[src/rtl/fxcs_pkg.sv]
// Shared types and helpers for the fxcs arbiter slice.
// Holds the FSM state enum, an index encoder and the target-width helper.
package fxcs_pkg;

  typedef enum logic {
    IDLE = 1'b0,
    BUSY = 1'b1
  } state_t;

  function automatic int targetWidth(input int width);
    return $clog2(width);
  endfunction

  // OR-encode the set bit position; vectors are at most 64 bits wide.
  function automatic int onehotToIndex(
    input logic [63:0] vec,
    input int          width
  );
    int idx;
    idx = 0;
    for (int i = 0; i < 64; i++) begin
      if (i < width && vec[i]) idx = idx | i;
    end
    return idx;
  endfunction

endpackage

[src/rtl/fxcs.sv]
// fxcs: find the set bit of vec whose index is XOR-closest to target.
// Ports: target (TL bits), vec (WIDTH) in; pick (onehot or zero) out.
module fxcs
  import fxcs_pkg::*;
#(
  parameter int WIDTH          = 4,
  parameter int ABSTRACT_MODEL = 0
) (
  input  logic [targetWidth(WIDTH)-1:0] target,
  input  logic [WIDTH-1:0]              vec,
  output logic [WIDTH-1:0]              pick
);

  localparam int TL = targetWidth(WIDTH);

  // i ^ target is a bijection, so the closest set bit is always unique.
  if (ABSTRACT_MODEL != 0) begin : g_scan
    logic [TL-1:0] best;
    logic          found;
    always_comb begin
      best  = '0;
      found = 1'b0;
      pick  = '0;
      for (int i = 0; i < WIDTH; i++) begin
        if (vec[i] && (!found || (TL'(i) ^ target) < best)) begin
          best  = TL'(i) ^ target;
          found = 1'b1;
        end
      end
      for (int i = 0; i < WIDTH; i++) begin
        pick[i] = found && vec[i] && ((TL'(i) ^ target) == best);
      end
    end
  end else begin : g_pair
    always_comb begin
      pick = '0;
      for (int i = 0; i < WIDTH; i++) begin
        pick[i] = vec[i];
        for (int j = 0; j < WIDTH; j++) begin
          if (j != i && vec[j] &&
              (TL'(j) ^ target) < (TL'(i) ^ target))
            pick[i] = 1'b0;
        end
      end
    end
  end

endmodule

[src/rtl/fxcs_arbiter.sv]
// Registered work-conserving arbiter; fxcs pick against a rotating target.
// Ports: i_clk, i_rstn, i_req, i_release in; o_gnt, o_gntValid, o_gntIdx,
// o_target, o_timeout out. Hold-limit timeout built with FXCS_ARBITER_TIMEOUT_EN.
module fxcs_arbiter
  import fxcs_pkg::*;
#(
  parameter int WIDTH          = 4,
  parameter int ABSTRACT_MODEL = 0,
  parameter int MAX_HOLD       = 16
) (
  input  logic                          i_clk,
  input  logic                          i_rstn,
  input  logic [WIDTH-1:0]              i_req,
  input  logic                          i_release,
  output logic [WIDTH-1:0]              o_gnt,
  output logic                          o_gntValid,
  output logic [targetWidth(WIDTH)-1:0] o_gntIdx,
  output logic [targetWidth(WIDTH)-1:0] o_target,
  output logic                          o_timeout
);

  localparam int TL = targetWidth(WIDTH);

  if (WIDTH < 2 || MAX_HOLD < 2) begin : g_bad_param
    $error("fxcs_arbiter: WIDTH and MAX_HOLD must be >= 2");
  end

  state_t        state;
  logic          held;
  logic          tmo_hit;
  logic          fin;
  logic [TL-1:0] next_tgt;
  logic [WIDTH-1:0] cand;
  logic [WIDTH-1:0] pick;
  logic [TL-1:0] pick_idx;

  assign held = |(i_req & o_gnt);
  assign fin  = (state == BUSY) &&
                (i_release || !held || tmo_hit);

  // Leaving grantee is masked so priority really moves on.
  assign cand     = (state == IDLE) ? i_req : (i_req & ~o_gnt);
  assign next_tgt = fin ? o_target + 1'b1 : o_target;
  assign pick_idx = TL'(onehotToIndex(64'(pick), WIDTH));

  fxcs #(
    .WIDTH          (WIDTH),
    .ABSTRACT_MODEL (ABSTRACT_MODEL)
  ) u_fxcs (
    .target (next_tgt),
    .vec    (cand),
    .pick   (pick)
  );

  always_ff @(posedge i_clk or negedge i_rstn) begin
    if (!i_rstn) begin
      state      <= IDLE;
      o_gnt      <= '0;
      o_gntValid <= 1'b0;
      o_gntIdx   <= '0;
      o_target   <= '0;
    end else begin
      unique case (state)
        IDLE: begin
          if (|pick) begin
            o_gnt      <= pick;
            o_gntValid <= 1'b1;
            o_gntIdx   <= pick_idx;
            state      <= BUSY;
          end
        end
        BUSY: begin
          if (fin) begin
            o_target <= o_target + 1'b1;
            if (|pick) begin
              o_gnt      <= pick;
              o_gntValid <= 1'b1;
              o_gntIdx   <= pick_idx;
            end else begin
              o_gnt      <= '0;
              o_gntValid <= 1'b0;
              o_gntIdx   <= '0;
              state      <= IDLE;
            end
          end
        end
        default: state <= IDLE;
      endcase
    end
  end

`ifdef FXCS_ARBITER_TIMEOUT_EN
  localparam int CW = $clog2(MAX_HOLD + 1);

  logic [CW-1:0] cnt;

  // Release on the limit cycle wins over the forced end.
  assign tmo_hit = (state == BUSY) &&
                   (cnt == CW'(MAX_HOLD - 1)) &&
                   !i_release;

  always_ff @(posedge i_clk or negedge i_rstn) begin
    if (!i_rstn) begin
      cnt       <= '0;
      o_timeout <= 1'b0;
    end else begin
      o_timeout <= tmo_hit;
      if (state == IDLE || fin) cnt <= '0;
      else                      cnt <= cnt + 1'b1;
    end
  end
`else
  assign tmo_hit   = 1'b0;
  assign o_timeout = 1'b0;
`endif

endmodule

[config.mk]
export PLATFORM = sky130hd
export DESIGN_NAME = fxcs_arbiter
export DESIGN_NICKNAME = d
export VERILOG_FILES = /design/src/rtl/fxcs_pkg.sv /design/src/rtl/fxcs.sv /design/src/rtl/fxcs_arbiter.sv
export SDC_FILE = /design/constraint.sdc
export NUM_CORES = 1
export LEC_CHECK = 0
export CAP_MARGIN = 20
export CORE_MARGIN = 4
export CORE_UTILIZATION = 40
export DETAILED_ROUTE_END_ITERATION = 8
export GPL_TIMING_DRIVEN = 0
export PLACE_DENSITY_LB_ADDON = 0.2
export SETUP_SLACK_MARGIN = 0.5
export SYNTH_ARGS = -nofsm -noshare
export SYNTH_HDL_FRONTEND = slang
export SYNTH_HIERARCHICAL = 1
export SYNTH_SLANG_ARGS = --single-unit
[constraint.sdc]
create_clock -name i_clk -period 3.6 [get_ports i_clk]
set_input_delay 0.72 -clock i_clk [delete_from_list [all_inputs] [get_ports i_clk]]
set_output_delay 0.72 -clock i_clk [all_outputs]
set_load 0.02 [all_outputs]
* Yosys cells after proc, flatten, opt, wreduce, memory -nomap -nowiden
Cells that the tools add are included.
** Word-level totals
- Memory bits (read-only) :: 0
- Memories kept :: 0
- Bits in latches :: 0
- Register bits after elaboration :: 10
- Word-level logic and storage cells :: 76
- RAM bits :: 0
- Output and inout port bits :: 10
- Bits of input ports :: 7
** Operators by class
- Equal/unequal tests :: 2
- Reductions and logical operators :: 18
- Mux-type cells :: 31
- $add $sub $neg :: 1
- Multiply operators :: 0
- Magnitude comparators :: 12
- Bitwise logic cells :: 7
- Shift operators :: 0
- Divide/modulo/power cells :: 0
** Operators by type and width (count)
- less-than comparator 2 bit :: 12
- 2-to-1 mux 1 bit :: 17
- 2-to-1 mux 4 bit :: 4
- logical AND 1 bit :: 13
- 2-to-1 mux 2 bit :: 6
- bitwise AND 4 bit :: 2
- case mux 4 bit (2 select lines) :: 1
- OR reduction 4 bit :: 2
- inequality test 2 x 1 -> 1 bit, second input constant :: 2
- inverter 4 bit :: 1
- case mux 1 bit (2 select lines) :: 2
- case mux 2 bit (2 select lines) :: 1
- inverter 1 bit :: 3
- adder 2 x 1 -> 2 bit, second input constant :: 1
- inverter 2 bit :: 1
- AND reduction 2 bit :: 1
- logical NOT 1 bit :: 1
- logical OR 1 bit :: 1

* Logic depth before layout (Yosys ltp)
- Depth after elaboration :: 18
- Mapped depth :: 10
- Mapped depth without buffers :: 10

* Hierarchy
The synthesis kept the hierarchy.
** Modules (own cells, without submodules)
- fxcs_arbiter :: cells each 46, times used 1, area an instance 546.8 sq um, sequential area each 250.2 sq um
- fxcs :: cells each 10, times used 1, area an instance 57.6 sq um, sequential area each 0.0 sq um

* Worst setup path after synthesis
Ideal clock, no wire load.
- Path kind :: input-to-reg
- From :: input i_req[2]
- To :: register o_gntIdx[1]
- Required time :: 3521 ps
- Arrival time :: 2612 ps
- Stages :: 10
- Path slack :: 908 ps
- Path through :: a22o_4 > o21ai_4 > nand2_1 > xnor2_1 > nand2b_1 > and3_1 > nor4_1 > inv_1 > o21ai_4 > mux2i_1
** On the way
- Elaborated cells between the ends (all ways) :: 57
- Those cells by class :: order compare: 12; eq/ne: 2; mux: 20; bitwise: 5; reduce/logical: 18
** RTL lines
- start, declared :: line fxcs_arbiter.sv:13 : input logic [WIDTH-1:0] i_req,
- bitwise AND 4 bit (*) :: line fxcs_arbiter.sv:37 : assign held = |(i_req & o_gnt);
- OR reduction 4 bit (*) :: line fxcs_arbiter.sv:37
- logical NOT 1 bit (*) :: line fxcs_arbiter.sv:39 : (i_release || !held || tmo_hit);
- logical OR 1 bit (*) :: line fxcs_arbiter.sv:39
- logical AND 1 bit (*) :: line fxcs_arbiter.sv:38 : assign fin = (state == BUSY) &&
- 2-to-1 mux 2 bit (*)
- via next_tgt[0] :: line fxcs_arbiter.sv:32 : logic [TL-1:0] next_tgt;
- inverter 1 bit (no line)
- less-than comparator 2 bit :: line fxcs.sv:41 : (TL'(j) ^ target) < (TL'(i) ^ target))
- logical AND 1 bit :: line fxcs.sv:40 : if (j != i && vec[j] &&
- 2-to-1 mux 1 bit (2 in series) :: line fxcs.sv:40
- 2-to-1 mux 1 bit (*) :: line fxcs.sv:40
- via pick[1] :: line fxcs_arbiter.sv:34 : logic [WIDTH-1:0] pick;
- OR reduction 4 bit (*) :: line fxcs_arbiter.sv:65, fxcs_arbiter.sv:75
- 2-to-1 mux 2 bit :: line fxcs_arbiter.sv:75 : if (|pick) begin
- 2-to-1 mux 2 bit :: line fxcs_arbiter.sv:73 : if (fin) begin
- case mux 2 bit (2 select lines) :: line fxcs_arbiter.sv:63 : unique case (state)
- end signal, assigned :: line fxcs_arbiter.sv:68 : o_gntIdx <= pick_idx;
- end signal, assigned :: line fxcs_arbiter.sv:78 : o_gntIdx <= pick_idx;
- end, declared :: line fxcs_arbiter.sv:17 : output logic [targetWidth(WIDTH)-1:0] o_gntIdx,
The timed path passes the listed nets; every way through them passes the cells marked *. The select of a mux whose other input is x is not followed.
A chain may end at the register's enable or synchronous reset.

* Worst setup path in the final report
- From :: input i_req[1]
- To :: register o_gntIdx[1]
** On the way
- Elaborated cells between the ends (all ways) :: 57
- Those cells by class :: order compare: 12; eq/ne: 2; mux: 20; bitwise: 5; reduce/logical: 18
** RTL lines (line)
- bitwise AND 4 bit (*) :: fxcs_arbiter.sv:37
- OR reduction 4 bit (*) :: fxcs_arbiter.sv:37
- logical NOT 1 bit (*) :: fxcs_arbiter.sv:39
- logical OR 1 bit (*) :: fxcs_arbiter.sv:39
- logical AND 1 bit (*) :: fxcs_arbiter.sv:38
- 2-to-1 mux 2 bit (*)
- via next_tgt[1] :: fxcs_arbiter.sv:32
- inverter 2 bit (no line)
- less-than comparator 2 bit :: fxcs.sv:41
- logical AND 1 bit :: fxcs.sv:40
- 2-to-1 mux 1 bit (2 in series) :: fxcs.sv:40
- 2-to-1 mux 1 bit (*) :: fxcs.sv:40
- via pick[3] :: fxcs_arbiter.sv:34
- OR reduction 4 bit / 2-to-1 mux 2 bit (equally long branches) :: fxcs_arbiter.sv:65, fxcs_arbiter.sv:75, fxcs_pkg.sv:22
- 2-to-1 mux 2 bit :: fxcs_arbiter.sv:75
- 2-to-1 mux 2 bit :: fxcs_arbiter.sv:73
- case mux 2 bit (2 select lines) :: fxcs_arbiter.sv:63
Marked as above.

==> results <==
- The worst-case IR drop observed on VDD is 0.609 mV.
- The number of hold buffers added after CTS was 0.
- The wire length of the first global-routing pass is 2.26 mm.
- In this run the power density over the cells is 1070 mW/mm².
- After the first detailed-routing iteration, the DRC count stood at 8.
- The number of nets handed over by synthesis was 63.
- The critical setup path kind is input pin to register.
- The initialized floorplan defines 13 standard-cell rows.
- In this run the worst setup path begins at i_req[1].
- In the routed design, unresolved DRC markers number 0.
- The critical path capture point type is a register.
- The final routed wire length divided by cell count is 15.0 µm.
- For this design the top-level I/O count stands at 17.
- Setup repair after global routing left no endpoint under its margin.
- The most common library cell in the layout ignoring fill and taps is sky130_fd_sc_hd__clkdlybuf4s50_1.
- The reported max-cap violation count is 0.
- At the end of routability-driven placement, the weighted congestion stood at 0.747.
- Once detailed placement completed, the half-perimeter wirelength came to 992 µm.
- Yosys printed 6 warnings.
- Setup total negative slack on the finished layout was measured at 0 ns.
- The total iterations of the first detailed-routing run is 4.
- The most numerous cell on the critical path is sky130_fd_sc_hd__o21ai_4.
- Data on the critical path arrives at its endpoint at 3.21 ns.
- Cells with a size suffix above 1 make up 26.9% of the layout.
- Once placement finished, the instance area stood at 773 µm².
- Synthesis produced a netlist whose cell count is 56.
- The run finished with clean final reports.
- The maximum clock path buffer count is 2.
- The die covers 0.00220 mm².
- Among all stages on the critical path, the largest delay is contributed by sky130_fd_sc_hd__clkdlybuf4s50_1.
- 0 antenna diodes ended up in the layout.
- STA puts the critical path data required time at 3.80 ns.
- The largest single stage delay on the critical path is 0.45 ns.
- At the placement stage, the worst setup path has a slack of 0.216 ns.
- The fill cell total of the finished layout is 108.
- The routed wire length is 1.40 mm.
- The logic depth of the worst register-to-register path is 10.
- In this run the worst setup path terminates at o_gntIdx[1]$_DFFE_PN0P_.
- The worst path uses 83.5% of the clock period.
- The cell at the root of the clock tree is sky130_fd_sc_hd__clkbuf_4.
- Summed over all layers, the global routing overflow is 0.
- The H-tree depth reported by CTS is 1.
- Setup violations remaining at the end of the flow were counted as 0.
- The overall power consumption is 0.940 mW.
- The top cell types in the final layout, fill and taps aside, are 15 x sky130_fd_sc_hd__clkdlybuf4s50_1, 10 x sky130_fd_sc_hd__dfrtp_1.
- The start point of the worst min-delay path is o_gntIdx[1]$_DFFE_PN0P_.
- The total number of vias is 497.
- The clock arrives with 0.00795 ns of skew.
- In this run the cell area of the synthesized design comes to 604 µm².
- TritonCTS created 3 clock buffers.
- The initial core utilization is 44.2%.
- The number of max-slew violations in the final report is 0.
- After routing the design area is 875 µm².
- Of the synthesized area, sequential elements account for 41.4%.
- The highest net fanout along the worst path is 5.
- After clock tree synthesis, the clock-pin slew on the worst setup and hold paths is 0.07 ns.
- The number of failing hold endpoints at the final stage is 0.
- The startpoint identified for the worst register-to-register timing path is o_gnt[1]$_DFFE_PN0P_.
- The net total in the final layout is 86.
- The die is 46.9 µm tall.
- The core region is 0.00137 mm².
- The number of global-route vias before repair is 525.
- The area growth from synthesis to layout is 44.7%.
- The source-to-sink clock delay at the later pin of the worst-skew pair is 0.27 ns.
- The via count normalized by instance count is 5.34.
- Synthesis inferred 10 register bits.
- STA classifies the critical path startpoint as an input pin.
- The total buffers and inverters traversed by the critical path is 2.
- Cells fill 64.0% of the core in the end.
- The critical path goes through clkdlybuf4s50_1 > a22o_4 > o21ai_4 > nand3_2 > xnor2_2 > o21bai_1 > and3_1 > nor4_4 > inv_2 > o21ai_4 > mux2i_1.
- The leakage component of the power is 0.382 nW.
- The final critical-path setup slack is 0.595 ns.
- The number of antenna violations at the first check in global routing is 0.
- The tightest min-delay check is of the register to register type.
- The distinct cell type count after synthesis is 24.
- The instance count on the critical path is 11.
- The remaining antenna violation count is 0.
- TritonCTS built the clock tree.
- The number of port buffers is 15.
- Each instance of the synthesized netlist takes up on average 10.8 µm².
- The endpoint identified for the worst register-to-register timing path is o_gntIdx[1]$_DFFE_PN0P_.
- The setup check on the worst reg-to-reg path leaves a slack of 1.07 ns.
- The routed design could run at a clock period as short as 3.01 ns.
- Derived from the worst setup path, the maximum achievable clock frequency is 333 MHz.
- The pin count of the biggest net entering global routing is 11.
- Global routing consumed, over all layers together, 14.4% of the routing resources.
- The number of clock sinks is 10.
- From left edge to right edge, the die measures 46.9 µm.
- Broken down by cell family, the worst path's largest delay share belongs to compound AO/OA/AOI/OAI gates.
[cells by family after synthesis]
kind of cell              Yosys count  share of synthesized area, %
DFF                                10                          41.4
muxes                               2                          3.31
AOI/OAI and AO/OA                  19                          32.5
and+or+nand+nor                    15                          12.4
other                               1                         0.621
buffers and inverters               5                          3.93
xor gates and xnor gates            4                          5.80
[through the flow]
step | hold WS (ns) | instances
floorplan | 0.424 | 56
global placement | 0.501 | 86
detailed placement | 0.511 | 86
CTS | 0.520 | 90
global route | 0.551 | 93
finish | 0.532 | 93
[cells in the mapped netlist]
| library cell | number | area, µm² |
|---|---|---|
| sky130_fd_sc_hd__dfrtp_1 | 10 | 250 |
| sky130_fd_sc_hd__nand2_1 | 5 | 18.8 |
| sky130_fd_sc_hd__a21boi_0 | 4 | 30.0 |
| sky130_fd_sc_hd__a22o_1 | 4 | 35.0 |
| sky130_fd_sc_hd__and3_1 | 4 | 25.0 |
| sky130_fd_sc_hd__xnor2_1 | 4 | 35.0 |
| sky130_fd_sc_hd__inv_1 | 3 | 11.3 |
| sky130_fd_sc_hd__a22o_4 | 2 | 35.0 |
| sky130_fd_sc_hd__mux2i_1 | 2 | 20.0 |
| sky130_fd_sc_hd__nand2b_1 | 2 | 12.5 |
| sky130_fd_sc_hd__nor2_1 | 2 | 7.51 |
| sky130_fd_sc_hd__o21ai_4 | 2 | 32.5 |
| sky130_fd_sc_hd__a211oi_1 | 1 | 7.51 |
| sky130_fd_sc_hd__a2bb2oi_1 | 1 | 8.76 |
| sky130_fd_sc_hd__buf_2 | 1 | 5.00 |
| sky130_fd_sc_hd__buf_4 | 1 | 7.51 |
| sky130_fd_sc_hd__conb_1 | 1 | 3.75 |
| sky130_fd_sc_hd__nand3_1 | 1 | 5.00 |
| sky130_fd_sc_hd__nor4_1 | 1 | 6.26 |
| sky130_fd_sc_hd__o211ai_4 | 1 | 21.3 |
| sky130_fd_sc_hd__o21ai_0 | 1 | 5.00 |
| sky130_fd_sc_hd__o21ai_1 | 1 | 5.00 |
| sky130_fd_sc_hd__o21bai_1 | 1 | 7.51 |
| sky130_fd_sc_hd__o221ai_1 | 1 | 8.76 |
[metal layers]
layer | share of wire (%) | track usage [%]
met3 | 5.9 | 6.13
met1 | 45 | 19.3
met2 | 48 | 22.0
met5 | 0 | 0
met4 | 0.72 | 2.76
[flip-flops by register name, summed over array words and instances (netlist names)]
name	flops
state	1
o_target	2
o_gntIdx	2
o_gnt	4
o_gntValid	1
[tightest hold or removal path, delay by kind of cell (launching register included)]
kind                   cells  cell delay, ns
flip-flops                 1            0.38
buffers and inverters      1            0.06
multiplexers               1            0.06
[final cells by class]
class | count | area (µm²) | area share (%)
repair buffers | 18 | 173 | 19.7
flip-flops and latches | 10 | 250 | 28.6
inverters | 3 | 11.3 | 1.29
well taps | 15 | 18.8 | 2.15
multi-input cells | 41 | 373 | 42.6
plain buffers | 2 | 12.5 | 1.43
clock buffers | 4 | 36.3 | 4.15
[worst min path at each step]
| stage | cells after the start | end | slack [ns] |
|---|---|---|---|
| after detailed placement | 1 | o_target[1]$_DFFE_PN0P_ | 0.51 |
| after CTS | 1 | o_target[1]$_DFFE_PN0P_ | 0.52 |
| after global routing | 2 | o_gntIdx[1]$_DFFE_PN0P_ | 0.55 |
| after global placement | 1 | o_target[1]$_DFFE_PN0P_ | 0.50 |
| final | 2 | o_gntIdx[1]$_DFFE_PN0P_ | 0.53 |
| after floorplan | 0 | o_gntIdx[0]$_DFFE_PN0P_ | 0.42 |
[timing repair]
| action | CTS | global route |
|---|---|---|
| pin swaps | 0 | 4 |
| resized for setup | 1 | 8 |
| endpoints found under the setup margin | 1 | 6 |
| buffers inserted | 0 | 3 |
[report_power, final]
group          internal [mW]  switching, mW  leakage (nW)
sequential             0.169         0.0544         0.121
clock                 0.0615         0.0406        0.0210
combinational          0.311          0.304         0.240
Power figures use the tool's default switching activity.
